<file path="config.mk">
export PLATFORM = sky130hd
export DESIGN_NAME = mc_ctrl
export DESIGN_NICKNAME = d
export VERILOG_FILES = /design/src/rtl/mc_ctrl_pkg.sv /design/src/rtl/mc_ctrl_outdec.sv /design/src/rtl/mc_ctrl.sv
export SDC_FILE = /design/constraint.sdc
export NUM_CORES = 1
export LEC_CHECK = 0
export BUFFER_PORTS_ARGS = -buffer_cell sky130_fd_sc_hd__buf_2
export CAP_MARGIN = 20
export CELL_PAD_IN_SITES_DETAIL_PLACEMENT = 0
export CELL_PAD_IN_SITES_GLOBAL_PLACEMENT = 1
export CORE_MARGIN = 2
export CORE_UTILIZATION = 31
export CTS_CLUSTER_SIZE = 12
export DETAILED_ROUTE_END_ITERATION = 8
export PLACE_DENSITY_LB_ADDON = 0.1
export SLEW_MARGIN = 5
export SYNTH_ARGS = -nofsm -noshare
export SYNTH_HDL_FRONTEND = slang
export SYNTH_SLANG_ARGS = --single-unit
</file>
<file path="constraint.sdc">
create_clock -name clk -period 4.6 [get_ports clk]
set_clock_uncertainty 0.2 [all_clocks]
set_input_delay 0.46 -clock clk [delete_from_list [all_inputs] [get_ports clk]]
set_output_delay 0.46 -clock clk [all_outputs]
set_load 0.005 [all_outputs]
</file>
<file path="src/rtl/mc_ctrl_pkg.sv">
// Shared encodings for the multicycle control unit and the datapath muxes it drives.
package mc_ctrl_pkg;

    localparam int unsigned STATE_W = 4;
    localparam int unsigned OP_W    = 6;
    localparam int unsigned SEL_W   = 2;

    typedef enum logic [STATE_W-1:0] {
        S_IDLE     = 4'd0,
        S_FETCH    = 4'd1,
        S_DECODE   = 4'd2,
        S_MEM_ADDR = 4'd3,
        S_MEM_RD   = 4'd4,
        S_WB_MEM   = 4'd5,
        S_MEM_WR   = 4'd6,
        S_EXEC_R   = 4'd7,
        S_WB_R     = 4'd8,
        S_BRANCH   = 4'd9,
        S_JUMP     = 4'd10,
        S_EXEC_I   = 4'd11,
        S_WB_I     = 4'd12
    } state_e;

    localparam logic [OP_W-1:0] OP_RTYPE = 6'h00;
    localparam logic [OP_W-1:0] OP_LW    = 6'h23;
    localparam logic [OP_W-1:0] OP_SW    = 6'h2B;
    localparam logic [OP_W-1:0] OP_BEQ   = 6'h04;
    localparam logic [OP_W-1:0] OP_BNE   = 6'h05;
    localparam logic [OP_W-1:0] OP_J     = 6'h02;
    localparam logic [OP_W-1:0] OP_ADDI  = 6'h08;

    localparam logic [OP_W-1:0] FN_ADD = 6'h20;
    localparam logic [OP_W-1:0] FN_SUB = 6'h22;
    localparam logic [OP_W-1:0] FN_AND = 6'h24;
    localparam logic [OP_W-1:0] FN_OR  = 6'h25;
    localparam logic [OP_W-1:0] FN_SLT = 6'h2A;

    localparam logic [SEL_W-1:0] ALUB_REGB    = 2'b00;
    localparam logic [SEL_W-1:0] ALUB_FOUR    = 2'b01;
    localparam logic [SEL_W-1:0] ALUB_IMM     = 2'b10;
    localparam logic [SEL_W-1:0] ALUB_IMM_SH2 = 2'b11;

    localparam logic [SEL_W-1:0] ALUOP_ADD   = 2'b00;
    localparam logic [SEL_W-1:0] ALUOP_SUB   = 2'b01;
    localparam logic [SEL_W-1:0] ALUOP_FUNCT = 2'b10;

    localparam logic [SEL_W-1:0] PCSRC_ALU    = 2'b00;
    localparam logic [SEL_W-1:0] PCSRC_ALUOUT = 2'b01;
    localparam logic [SEL_W-1:0] PCSRC_JUMP   = 2'b10;

    typedef struct packed {
        logic             pc_write;
        logic             iord;
        logic             mem_read;
        logic             mem_write;
        logic             ir_write;
        logic             reg_dst;
        logic             mem_to_reg;
        logic             reg_write;
        logic             alu_src_a;
        logic [SEL_W-1:0] alu_src_b;
        logic [SEL_W-1:0] alu_op;
        logic [SEL_W-1:0] pc_src;
        logic             instr_done;
        logic             illegal;
    } ctrl_t;

    // True when the opcode is supported and, for R-type, the function is too.
    function automatic logic instr_legal(input logic [OP_W-1:0] op, input logic [OP_W-1:0] fn);
        logic ok;
        ok = 1'b0;
        case (op)
            OP_LW, OP_SW, OP_BEQ, OP_BNE, OP_J, OP_ADDI: ok = 1'b1;
            OP_RTYPE: begin
                case (fn)
                    FN_ADD, FN_SUB, FN_AND, FN_OR, FN_SLT: ok = 1'b1;
                    default: ok = 1'b0;
                endcase
            end
            default: ok = 1'b0;
        endcase
        return ok;
    endfunction

endpackage

</file>
<file path="src/rtl/mc_ctrl_outdec.sv">
// Combinational decode of the current state and live inputs into control outputs.
module mc_ctrl_outdec
    import mc_ctrl_pkg::*;
(
    input  state_e          state,
    input  logic [OP_W-1:0] opcode,
    input  logic [OP_W-1:0] funct,
    input  logic            zero,
    input  logic            mem_ready,
    output ctrl_t           ctrl
);

    always_comb begin
        ctrl = '0;
        case (state)
            S_FETCH: begin
                ctrl.mem_read  = 1'b1;
                ctrl.alu_src_b = ALUB_FOUR;
                ctrl.ir_write  = mem_ready;
                ctrl.pc_write  = mem_ready;
            end
            S_DECODE: begin
                ctrl.alu_src_b = ALUB_IMM_SH2;
                ctrl.illegal   = ~instr_legal(opcode, funct);
            end
            S_MEM_ADDR: begin
                ctrl.alu_src_a = 1'b1;
                ctrl.alu_src_b = ALUB_IMM;
            end
            S_MEM_RD: begin
                ctrl.mem_read = 1'b1;
                ctrl.iord     = 1'b1;
            end
            S_WB_MEM: begin
                ctrl.reg_write  = 1'b1;
                ctrl.mem_to_reg = 1'b1;
                ctrl.instr_done = 1'b1;
            end
            S_MEM_WR: begin
                ctrl.mem_write  = 1'b1;
                ctrl.iord       = 1'b1;
                ctrl.instr_done = mem_ready;
            end
            S_EXEC_R: begin
                ctrl.alu_src_a = 1'b1;
                ctrl.alu_op    = ALUOP_FUNCT;
            end
            S_WB_R: begin
                ctrl.reg_write  = 1'b1;
                ctrl.reg_dst    = 1'b1;
                ctrl.instr_done = 1'b1;
            end
            // bne takes the branch on a nonzero compare, beq on zero.
            S_BRANCH: begin
                ctrl.alu_src_a  = 1'b1;
                ctrl.alu_op     = ALUOP_SUB;
                ctrl.pc_src     = PCSRC_ALUOUT;
                ctrl.pc_write   = (opcode == OP_BNE) ? ~zero : zero;
                ctrl.instr_done = 1'b1;
            end
            S_JUMP: begin
                ctrl.pc_src     = PCSRC_JUMP;
                ctrl.pc_write   = 1'b1;
                ctrl.instr_done = 1'b1;
            end
            S_EXEC_I: begin
                ctrl.alu_src_a = 1'b1;
                ctrl.alu_src_b = ALUB_IMM;
            end
            S_WB_I: begin
                ctrl.reg_write  = 1'b1;
                ctrl.instr_done = 1'b1;
            end
            default: ctrl = '0;
        endcase
    end

endmodule

</file>
<file path="src/rtl/mc_ctrl.sv">
// Multicycle control FSM: steps each instruction through fetch/decode/execute/memory/write-back.
module mc_ctrl
    import mc_ctrl_pkg::*;
(
    input  logic               clk,
    input  logic               rst_n,
    input  logic [OP_W-1:0]    opcode,
    input  logic [OP_W-1:0]    funct,
    input  logic               zero,
    input  logic               mem_ready,
    output logic               pc_write,
    output logic               iord,
    output logic               mem_read,
    output logic               mem_write,
    output logic               ir_write,
    output logic               reg_dst,
    output logic               mem_to_reg,
    output logic               reg_write,
    output logic               alu_src_a,
    output logic [SEL_W-1:0]   alu_src_b,
    output logic [SEL_W-1:0]   alu_op,
    output logic [SEL_W-1:0]   pc_src,
    output logic               instr_done,
    output logic               illegal,
    output logic [STATE_W-1:0] state
);

    state_e state_q;
    state_e state_d;
    ctrl_t  ctrl;

    // Reset is asynchronous so write enables drop the moment rst_n falls.
    always_ff @(posedge clk or negedge rst_n) begin
        if (!rst_n) begin
            state_q <= S_IDLE;
        end else begin
            state_q <= state_d;
        end
    end

    always_comb begin
        state_d = state_q;
        case (state_q)
            S_IDLE:  state_d = S_FETCH;
            S_FETCH: if (mem_ready) state_d = S_DECODE;
            S_DECODE: begin
                state_d = S_FETCH;
                if (instr_legal(opcode, funct)) begin
                    case (opcode)
                        OP_LW, OP_SW:   state_d = S_MEM_ADDR;
                        OP_RTYPE:       state_d = S_EXEC_R;
                        OP_BEQ, OP_BNE: state_d = S_BRANCH;
                        OP_J:           state_d = S_JUMP;
                        OP_ADDI:        state_d = S_EXEC_I;
                        default:        state_d = S_FETCH;
                    endcase
                end
            end
            S_MEM_ADDR: state_d = (opcode == OP_SW) ? S_MEM_WR : S_MEM_RD;
            S_MEM_RD:   if (mem_ready) state_d = S_WB_MEM;
            S_MEM_WR:   if (mem_ready) state_d = S_FETCH;
            S_EXEC_R:   state_d = S_WB_R;
            S_EXEC_I:   state_d = S_WB_I;
            S_WB_MEM, S_WB_R, S_WB_I, S_BRANCH, S_JUMP: state_d = S_FETCH;
            default:    state_d = S_FETCH;
        endcase
    end

    mc_ctrl_outdec u_outdec (
        .state     (state_q),
        .opcode    (opcode),
        .funct     (funct),
        .zero      (zero),
        .mem_ready (mem_ready),
        .ctrl      (ctrl)
    );

    always_comb begin
        pc_write   = ctrl.pc_write;
        iord       = ctrl.iord;
        mem_read   = ctrl.mem_read;
        mem_write  = ctrl.mem_write;
        ir_write   = ctrl.ir_write;
        reg_dst    = ctrl.reg_dst;
        mem_to_reg = ctrl.mem_to_reg;
        reg_write  = ctrl.reg_write;
        alu_src_a  = ctrl.alu_src_a;
        alu_src_b  = ctrl.alu_src_b;
        alu_op     = ctrl.alu_op;
        pc_src     = ctrl.pc_src;
        instr_done = ctrl.instr_done;
        illegal    = ctrl.illegal;
        state      = state_q;
    end

endmodule

</file>
==> results.md <==
- Leakage power: 0.0004394 uW
- Register Area: 100.1 um2
- Setup TNS: 0 ns
- DR vias: 798
- Layout cells sized above 1: 0.3651
- Syn_nets: approximately 110
- Nature of the critical path startpoint: register
- Synthesized cell area: 673.1 um2
- Final Non-Filler Cells: approximately 150
- Routability congestion estimate: 0.7490
- CP bufs+invs: 1
- Nets: 144
- Initial antenna violation count: 0
- RR Startpoint: state[0]
- Final instance area: 860.8 um2
- Fillcell total: 226
- Rel. slew slack: 0.5986
- Unrepaired setup endpoints after global routing: no
- Slowest cell on the critical path: or4b_4
- Synth Register Bits: 4
- Grt total ovfl: 0
- Starting DRT DRC Count: 15
- Post-Syn Instances: 96
- Synth area leader: dfrtp_1
- Setup Fix Bufs, Post-CTS: 0
- CP peak stage delay: 0.66 ns
- Core ar.: 2002 um2
- DRC viols: 0
- DRT Pass-1 Iters: 4
- Yosys top cell area share: 0.1487
- TritonCTS clock tree: yes
- First-pass GRT wire length: 3056 um
- Row count: 16
- Final period util: 0.5360
- R2r setup slk: 2.60 ns
- GR Util All Layers: 0.1551
- Area of the multi-input gates: 503.0 um2
- Die area: 2560 um2
- Cell area after placement: roughly 830 um2
- Clock Latency Late Sink: 0.23 ns
- Sequential share of the synthesized area: 0.1487
- Status: finished, final reports clean
- Top post-synthesis cells by area: dfrtp_1, nor2_1, nand2_1
- Ys Warns: 0
- Avg Inst Size Synth: 7.012 um2
- Max reg flops: 4
- Async SR Flop Fraction: 1.000
- Worst Setup SP: state[0]
- Post-layout min period: between 2 and 2.5 ns
- Die width: 50.60 um
- Reg clk slew, reported paths: roughly 0.04 ns
- Main synth FF type: dfrtp_1
- Maxcap violations: 0
- Post-Route WL: around 1900 um
- CP Class: register to output port
- DPL Wire Length: 1445 um
- Die height: approximately 51 um
- Worst path cell trace: or4b_4, nor3_1, buf_2
- Initial Util: 0.3363
- Port buffer count: 36
- Hold Crit Class: input port to async pin
- Number of CTS-inserted buffers: 3
- Slew @ Worst Pin: 0.6021 ns
- Delay-heaviest family, CP: simple AND/OR/NAND/NOR gates
- DR WL/cell: 12.63 um
- Synth-to-layout area growth: 27.88%
- Final hold vios: 0
- CP Data Required Time: 3.94 ns
- Critical Path AT: 1.81 ns
- Fmax: around 410 MHz
- TritonCTS Sinks: 4
- Clk root buf: clkbuf_4
- Placed insts: 149
- Clk buf depth: 2
- Crit-path max FO: 20
- Vias in the first global route: 699
- Post-synth cell types: 41
- Tot Pwr: ~380 uW
- Post-synth EDFFs: 0
- Vias per std cell: 5.216
- Fin. max-slew vios: 0
- IO Count: 37
- PwrDens: 442.4 nW/um2
- Ant diodes: 0
- CP Capture Type: output port
- Final ANT Viol Nets: 0
- Peak supply drop: 0.0003121 V
- Largest net degree at the start of global routing: 21
- Final setup fails: 0
- Clock H-tree levels: 1
==> metal layers <==
layer	GRT usage	routed length (um)	vias up
met5	0	0	-
met2	0.2522	897	24
met1	0.2014	924	361
li1	-	-	413
met3	0.05952	111	0
met4	0.01351	0	0
==> synth_stat cells (2+ instances only) <==
master    instances
nor2_1           15
nand2_1          11
nor3_1            6
clkbuf_1          5
nand2b_1          5
dfrtp_1           4
a211o_1           3
a21oi_1           3
inv_1             3
mux2i_1           3
buf_2             2
buf_6             2
nand3_1           2
nand4b_1          2
nor2b_1           2
nor4_1            2
or4b_1            2
==> layout by cell type, fill, tap and decap left out, types with 2 or more instances in the layout <==
cell,instances
nand3_1,2
nor2_1,15
a21oi_1,3
nand4b_1,2
mux2i_1,3
nor3_1,6
clkbuf_4,3
inv_1,3
nor2b_1,2
nand2_1,11
buf_2,36
or4b_1,2
dfrtp_1,4
nand2b_1,5
nor4_1,2
a211o_1,3
==> where the power goes <==
part / switching [uW] / internal (uW)
clock: 14.5 / 29.2
combinational: 113 / 117
sequential: 58.9 / 48.2
==> logic make-up after synthesis <==
group,count (synthesis),synth area share
AOI/OAI and AO/OA,20,0.2324
xor gates and xnor gates,1,0.01301
buffers and inverters,13,0.1041
DFF,4,0.1487
muxes,3,0.04461
and+or+nand+nor,55,0.4573
==> through the flow <==
stage               hold slack, ns  utilization  setup slack [ns]
floorplan                 -0.03559            -             2.415
global placement           0.06414       0.4138             2.250
detailed placement         0.06946       0.4138             2.220
CTS                         0.3590       0.4300             2.130
global route                0.3585       0.4300             2.039
finish                      0.3592       0.4300             2.134
==> what timing repair did <==
| item | in CTS | in global routing |
|---|---|---|
| endpoints found under the hold margin | 4 | 0 |
| hold buffers | 1 | 0 |
| resized for setup | 0 | 0 |
==> layout make-up <==
type,instances,area share
multi-input cells,79,0.5843
repair buffers,37,0.2209
clock buffers,3,0.02616
well taps,27,0.03924
flip-flops and latches,4,0.1163
inverters,3,0.01308
==> final timing paths <==
path | end | cells after the start
worst max register to register | state[1] | 4
worst max-delay path | illegal | 3
min in group clk | state[0] | 4
max in group asynchronous | state[0] | 2
worst min register to register | state[2] | 2
worst min-delay path | state[2] | 2
(Power assumes the default switching activity.)
